--- config.mk ---
export PLATFORM = sky130hd
export DESIGN_NAME = fetch_buffer
export DESIGN_NICKNAME = d
export VERILOG_FILES = /design/src/rtl/fetch_buffer.sv
export SDC_FILE = /design/constraint.sdc
export NUM_CORES = 1
export LEC_CHECK = 0
export BUFFER_PORTS_ARGS = -buffer_cell sky130_fd_sc_hd__buf_2
export CAP_MARGIN = 20
export CORE_ASPECT_RATIO = 1.1
export CORE_MARGIN = 3
export CORE_UTILIZATION = 44
export CTS_CLUSTER_DIAMETER = 80
export DETAILED_ROUTE_END_ITERATION = 8
export GPL_TIMING_DRIVEN = 1
export HOLD_SLACK_MARGIN = 0.06
export SETUP_SLACK_MARGIN = 0.15
export SLEW_MARGIN = 20
export SYNTH_ARGS = -nofsm -noshare
export SYNTH_HDL_FRONTEND = slang
export SYNTH_SLANG_ARGS = --single-unit
--- constraint.sdc ---
create_clock -name clk -period 9.6 [get_ports clk]
set_input_delay 1.92 -clock clk [delete_from_list [all_inputs] [get_ports clk]]
set_output_delay 1.92 -clock clk [all_outputs]
set_load 0.01 [all_outputs]
--- src/rtl/fetch_buffer.sv ---
// fetch_buffer: instruction prefetch queue between fetch and the fetch/decode
// pipeline register. Each entry holds {instr, pc, pc+4}. The read side is
// first-word-fall-through: the head is shown combinationally, and all-zero
// fields are shown when the queue is empty. A redirect (flush) empties the queue.
// Optional macro FETCH_BUF_BYPASS_EN: on an empty queue the incoming entry is
// passed straight to the outputs in the same cycle. It is stored only if
// decode does not take it in that cycle.
module fetch_buffer #(
    parameter int WIDTH = 32,
    parameter int DEPTH = 4
) (
    input  logic                     clk,
    input  logic                     rst,
    input  logic                     flush,
    input  logic                     in_valid,
    output logic                     in_ready,
    input  logic [WIDTH-1:0]         instr_in,
    input  logic [WIDTH-1:0]         pc_in,
    input  logic [WIDTH-1:0]         pcplus4_in,
    output logic                     out_valid,
    input  logic                     out_ready,
    output logic [WIDTH-1:0]         instr_out,
    output logic [WIDTH-1:0]         pc_out,
    output logic [WIDTH-1:0]         pcplus4_out,
    output logic [$clog2(DEPTH):0]   count
);

    localparam int PW = $clog2(DEPTH);
    localparam int CW = PW + 1;

    logic [PW-1:0]    rdPtrReg, rdPtrNext;
    logic [PW-1:0]    wrPtrReg, wrPtrNext;
    logic [CW-1:0]    countReg, countNext;

    logic [WIDTH-1:0] instrMem   [DEPTH];
    logic [WIDTH-1:0] pcMem      [DEPTH];
    logic [WIDTH-1:0] pcPlus4Mem [DEPTH];

    logic             isEmpty;
    logic             isFull;
    logic             bypassShow;     // input entry is shown on the outputs this cycle
    logic             bypassConsume;  // decode takes the shown input entry, so it is not stored
    logic             doPush;
    logic             doPop;
    logic [DEPTH-1:0] wrEn;

    assign isEmpty = (countReg == '0);
    assign isFull  = (countReg == CW'(DEPTH));

    // While rst is held low the buffer does not accept entries.
    assign in_ready = rst && !isFull && !flush;

`ifdef FETCH_BUF_BYPASS_EN
    assign bypassShow    = rst && isEmpty && in_valid && !flush;
    assign bypassConsume = bypassShow && out_ready;
`else
    assign bypassShow    = 1'b0;
    assign bypassConsume = 1'b0;
`endif

    // When the entry goes straight through to decode, it never touches storage.
    assign doPush = in_valid && in_ready && !bypassConsume;
    // Flush wins over pop. An empty queue ignores out_ready.
    assign doPop  = !isEmpty && out_ready && !flush;

    // Per-entry write enables decoded from the write pointer.
    for (genvar gi = 0; gi < DEPTH; gi++) begin : gWrEn
        assign wrEn[gi] = doPush && (wrPtrReg == PW'(gi));
    end

    // Next-state for the pointers and occupancy. Flush returns everything to the origin.
    always_comb begin
        rdPtrNext = rdPtrReg;
        wrPtrNext = wrPtrReg;
        countNext = countReg;
        if (flush) begin
            rdPtrNext = '0;
            wrPtrNext = '0;
            countNext = '0;
        end else begin
            if (doPush) wrPtrNext = wrPtrReg + PW'(1);
            if (doPop)  rdPtrNext = rdPtrReg + PW'(1);
            case ({doPush, doPop})
                2'b10:   countNext = countReg + CW'(1);
                2'b01:   countNext = countReg - CW'(1);
                default: countNext = countReg;
            endcase
        end
    end

    // Pointer and occupancy registers. Asserting reset drops all queued entries at once.
    always_ff @(posedge clk or negedge rst) begin
        if (!rst) begin
            rdPtrReg <= '0;
            wrPtrReg <= '0;
            countReg <= '0;
        end else begin
            rdPtrReg <= rdPtrNext;
            wrPtrReg <= wrPtrNext;
            countReg <= countNext;
        end
    end

    // Entry storage. Reset does not clear it because count gates visibility.
    always_ff @(posedge clk) begin
        for (int i = 0; i < DEPTH; i++) begin
            if (wrEn[i]) begin
                instrMem[i]   <= instr_in;
                pcMem[i]      <= pc_in;
                pcPlus4Mem[i] <= pcplus4_in;
            end
        end
    end

    // Head presentation: bypassed input, stored head, or an all-zero bubble.
    always_comb begin
        out_valid   = 1'b0;
        instr_out   = '0;
        pc_out      = '0;
        pcplus4_out = '0;
        if (bypassShow) begin
            out_valid   = 1'b1;
            instr_out   = instr_in;
            pc_out      = pc_in;
            pcplus4_out = pcplus4_in;
        end else if (!isEmpty) begin
            out_valid   = 1'b1;
            instr_out   = instrMem[rdPtrReg];
            pc_out      = pcMem[rdPtrReg];
            pcplus4_out = pcPlus4Mem[rdPtrReg];
        end
    end

    assign count = countReg;

endmodule

==> report_table.html <==
<table>
<tr><th>Metric</th><th>Value</th></tr>
<tr><th colspan="2">Yosys</th></tr>
<tr><td>Netlist Area Pre-Place</td><td>14930 µm²</td></tr>
<tr><td>Library cells used by synthesis</td><td>27</td></tr>
<tr><td>Post-synth EDFFs</td><td>384</td></tr>
<tr><td>Flip-flop and latch count after synthesis</td><td>391</td></tr>
<tr><td>Async set-or-reset flop fraction in the synthesized netlist</td><td>0.01790</td></tr>
<tr><td>Synth cell count leaders</td><td>sky130_fd_sc_hd__edfxtp_1, sky130_fd_sc_hd__and2_1, sky130_fd_sc_hd__mux4_2, sky130_fd_sc_hd__clkbuf_1, sky130_fd_sc_hd__buf_2</td></tr>
<tr><td>Post-Syn Instances</td><td>658</td></tr>
<tr><td>Net count after synthesis</td><td>764</td></tr>
<tr><td>Total of warnings raised by yosys</td><td>0</td></tr>
<tr><td>Post-Synthesis Mean Instance Area</td><td>22.69 µm²</td></tr>
<tr><td>Leading register cell type out of synthesis</td><td>sky130_fd_sc_hd__edfxtp_1</td></tr>
<tr><td>Dominant cell by count in the synthesized netlist</td><td>sky130_fd_sc_hd__edfxtp_1</td></tr>
<tr><td>Library cell occupying the most area in the post-synthesis netlist</td><td>sky130_fd_sc_hd__edfxtp_1</td></tr>
<tr><td>Sequential fraction of the synthesis area</td><td>0.7840</td></tr>
<tr><td>Yosys top cell area share</td><td>0.7723</td></tr>
<tr><td>Leading cell types by total area after synthesis</td><td>sky130_fd_sc_hd__edfxtp_1, sky130_fd_sc_hd__mux4_2, sky130_fd_sc_hd__and2_1</td></tr>
<tr><th colspan="2">Detailed routing</th></tr>
<tr><td>Per-cell routed wire length</td><td>21.79 µm</td></tr>
<tr><td>Via-per-instance ratio</td><td>5.236</td></tr>
<tr><td>Number of DRC markers after the initial detailed-route iteration</td><td>447</td></tr>
<tr><td>Number of DRC violations after detailed routing</td><td>0</td></tr>
<tr><td>Detailed-route via count</td><td>7011</td></tr>
<tr><td>Final routed wirelength across all metal layers</td><td>29.18 mm</td></tr>
<tr><td>Antenna violation net count after detailed routing</td><td>0</td></tr>
<tr><td>1st-pass router iterations</td><td>4</td></tr>
<tr><th colspan="2">Worst setup path</th></tr>
<tr><td>Required time at the endpoint of the critical path</td><td>7.68 ns</td></tr>
<tr><td>Critical-path cell with the highest stage delay</td><td>sky130_fd_sc_hd__dfrtp_4</td></tr>
<tr><td>Slowest cell delay on critical path</td><td>0.88 ns</td></tr>
<tr><td>CP Buf/Inv Count</td><td>2</td></tr>
<tr><td>Crit Reg-Reg Endpoint</td><td>count[2]</td></tr>
<tr><td>Critical path, cell by cell</td><td>buf_4 &gt; mux4_2 &gt; and2_1 &gt; buf_2</td></tr>
<tr><td>Critical path endpoint</td><td>instr_out[21]</td></tr>
<tr><td>Setup crit start</td><td>rdPtrReg[1]</td></tr>
<tr><td>Worst r2r src</td><td>count[0]</td></tr>
<tr><td>Crit path arrival time</td><td>2.93 ns</td></tr>
<tr><td>CP endpoint kind</td><td>output pin</td></tr>
<tr><td>Crit path max-delay family</td><td>buffers and inverters</td></tr>
<tr><td>Reg2Reg Depth</td><td>9</td></tr>
<tr><td>Kind of critical path</td><td>reg2out</td></tr>
<tr><td>Worst path depth</td><td>4</td></tr>
<tr><td>Register-to-register setup slack</td><td>6.25 ns</td></tr>
<tr><td>Worst-path maximum fanout</td><td>52</td></tr>
<tr><td>Type of origin of the critical path</td><td>flip-flop</td></tr>
<tr><th colspan="2">STA</th></tr>
<tr><td>Slew at the pin closest to its max-slew limit</td><td>0.9618 ns</td></tr>
<tr><td>Final hold slack</td><td>0.6089 ns</td></tr>
<tr><td>Clk_skew</td><td>0.01631 ns</td></tr>
<tr><td>Number of setup violations in the final report</td><td>0</td></tr>
<tr><td>Portion of the clock cycle consumed by the worst path in the final layout</td><td>0.5056</td></tr>
<tr><td>Count of final hold-check violations</td><td>0</td></tr>
<tr><td>Min Tclk post-route</td><td>4.854 ns</td></tr>
<tr><td>Maximum clock frequency</td><td>0.2060 GHz</td></tr>
<tr><td>Max-slew headroom</td><td>0.3588</td></tr>
<tr><td>RSZ-0062 raised after global routing</td><td>false</td></tr>
<tr><td>Summed negative setup slack over all endpoints</td><td>0 ns</td></tr>
<tr><td>Pins Over Slew Limit</td><td>0</td></tr>
<tr><th colspan="2">GRT</th></tr>
<tr><td>Global route total overflow</td><td>0</td></tr>
<tr><td>Number of global-route vias before repair</td><td>7619</td></tr>
<tr><td>Largest net degree at the start of global routing</td><td>58</td></tr>
<tr><td>Number of antenna violations at the first check in global routing</td><td>5</td></tr>
<tr><td>Total Routing Usage GR</td><td>0.1622</td></tr>
<tr><td>Wire length of the first global-routing pass</td><td>45.03 mm</td></tr>
<tr><th colspan="2">Floorplanning</th></tr>
<tr><td>Core box area</td><td>33370 µm²</td></tr>
<tr><td># rows</td><td>70</td></tr>
<tr><td>Number of top-level pins</td><td>202</td></tr>
<tr><td>Height of the chip</td><td>199.2 µm</td></tr>
<tr><td>Die X</td><td>181.6 µm</td></tr>
<tr><td>Total die area</td><td>36180 µm²</td></tr>
<tr><td>Initial core utilization</td><td>0.4474</td></tr>
<tr><th colspan="2">Clocking</th></tr>
<tr><td>Clock tree from TritonCTS</td><td>yes</td></tr>
<tr><td>CTS Buf Count</td><td>40</td></tr>
<tr><td># resized after CTS</td><td>0</td></tr>
<tr><td>Buffer type at the clock tree root</td><td>sky130_fd_sc_hd__clkbuf_16</td></tr>
<tr><td>Worst-Skew Late Latency</td><td>0.53 ns</td></tr>
<tr><td>H-tree lvl count</td><td>2</td></tr>
<tr><td>CTS hold repair buffers</td><td>0</td></tr>
<tr><td>Maximum count of clock buffers along a single path</td><td>3</td></tr>
<tr><td>Number of clock sinks seen by CTS</td><td>391</td></tr>
<tr><td>Register clock-pin slew on the reported worst setup and hold paths</td><td>0.06 ns</td></tr>
<tr><td>Post-CTS Setup Repair Bufs</td><td>0</td></tr>
<tr><th colspan="2">Worst hold path</th></tr>
<tr><td>Class of the worst hold path</td><td>reg2reg</td></tr>
<tr><th colspan="2">Layout</th></tr>
<tr><td>Layout Area Growth over Synthesis</td><td>17.87%</td></tr>
<tr><td>Final design utilization</td><td>0.5274</td></tr>
<tr><td>Final net count</td><td>980</td></tr>
<tr><td>Layout cells sized above 1</td><td>0.4066</td></tr>
<tr><th colspan="2">Power</th></tr>
<tr><td>Largest voltage drop on the vdd net</td><td>0.1674 mV</td></tr>
<tr><td>Lkg Pwr</td><td>0.006004 µW</td></tr>
<tr><td>Power density over the cells</td><td>248.7 nW/µm²</td></tr>
<tr><td>Power after layout</td><td>4378 µW</td></tr>
<tr><th colspan="2">Placed design</th></tr>
<tr><td>Post-detail-place hpwl</td><td>16.96 mm</td></tr>
<tr><td>Count of buffers inserted at the top-level ports</td><td>201</td></tr>
<tr><td>Routability Congestion</td><td>0.7005</td></tr>
<tr><th colspan="2">Run status</th></tr>
<tr><td>Run status</td><td>complete, no violations</td></tr>
<tr><th colspan="2">Flow run</th></tr>
<tr><td>Max-Cap Viols</td><td>0</td></tr>
</table>
==> cells by family (layout without fill, tap and decap cells) <==
kind of cell / Yosys count / in the layout / share of synthesized area
fa+ha+maj: 5 / 5 / 0.004693
flops: 391 / 391 / 0.7840
simple gates: 118 / 118 / 0.04819
mux: 100 / 100 / 0.1477
xor+xnor: 3 / 3 / 0.001760
other cells: 0 / 2 / 0
compound gates: 3 / 3 / 0.002095
buf+inv: 38 / 285 / 0.01148
==> worst min-delay path by stage <==
stage                startpoint     endpoint  slack (ns)  depth (start not counted)
floorplan           wrPtrReg[0]  wrPtrReg[0]        0.55                          1
global placement    wrPtrReg[0]  wrPtrReg[0]        0.59                          1
detailed placement  wrPtrReg[0]  wrPtrReg[0]        0.59                          1
CTS                 wrPtrReg[0]  wrPtrReg[0]        0.61                          1
global route        wrPtrReg[0]  wrPtrReg[0]        0.63                          1
finish              wrPtrReg[0]  wrPtrReg[0]        0.61                          1
==> final cells by class <==
type	count	area, µm²
fillers	2702	15770
flip-flops and latches	391	11710
multi-input cells	229	3064
clock buffers	52	1067
repair buffers	209	1066
well taps	432	540.5
clock inverters	21	131.4
inverters	3	11.26
diodes	2	5.005
==> report_power, final <==
part,leakage (µW),internal (µW),switching [µW]
Sequential,0.00356,1930,30.1
Combinational,0.00186,458,547
Clock,0.000583,812,601
Total,0.00600,3200,1180
==> registers in the layout, summed over array words and instances, names as in the netlist <==
register,flops
instrMem,128
wrPtrReg,2
pcPlus4Mem,128
count,3
pcMem,128
rdPtrReg,2
==> cell usage in the layout, fill, tap and decap left out, drive strengths merged <==
master and n:
nand2 2, edfxtp 384, mux2i 1, nor3b 2, mux2 3, clkinv 16, xor2 3, clkbuf 52
fa 1, clkinvlp 2, mux4 96, dfrtp 7, and2 100, nor2b 2, a2111o 1, ha 4
buf 209, nand3 1, o31ai 2, nand2b 2, diode 2, nor2 6, bufinv 1, nor3 1
nand3b 1, or3 1, inv 5
==> per-stage QoR <==
| stage | std cells | instance area [µm²] | setup slack, ns |
|---|---|---|---|
| 6_report | 1339 | 17600 | 4.746 |
| 5_1_grt | 1337 | 17590 | 4.538 |
| 4_1_cts | 1337 | 17590 | 4.610 |
| 3_5_place_dp | 1264 | 16400 | 4.684 |
| 3_3_place_gp | 1264 | 16400 | 4.755 |
| 2_1_floorplan | 658 | 14930 | 4.362 |
==> worst register-to-register path, stage by stage, from the launching register on <==
cell and delay [ns]:
sky130_fd_sc_hd__dfrtp_1 0.45, sky130_fd_sc_hd__or3_2 0.62, sky130_fd_sc_hd__buf_4 0.60, sky130_fd_sc_hd__nand2_1 0.28, sky130_fd_sc_hd__nor3_1 0.26, sky130_fd_sc_hd__fa_1 0.25, sky130_fd_sc_hd__inv_1 0.05, sky130_fd_sc_hd__a2111o_1 0.29
sky130_fd_sc_hd__o31ai_2 0.07, sky130_fd_sc_hd__mux2_1 0.35
==> per-layer routing <==
layer / up-vias / GRT usage / wire [µm]
met5: - / 0 / 67
met4: 10 / 0.03358 / 391
met1: 3629 / 0.2169 / 12100
li1: 3117 / - / -
met2: 213 / 0.2703 / 14550
met3: 42 / 0.04642 / 2075
No activity file was read; power rests on OpenSTA's default activity.
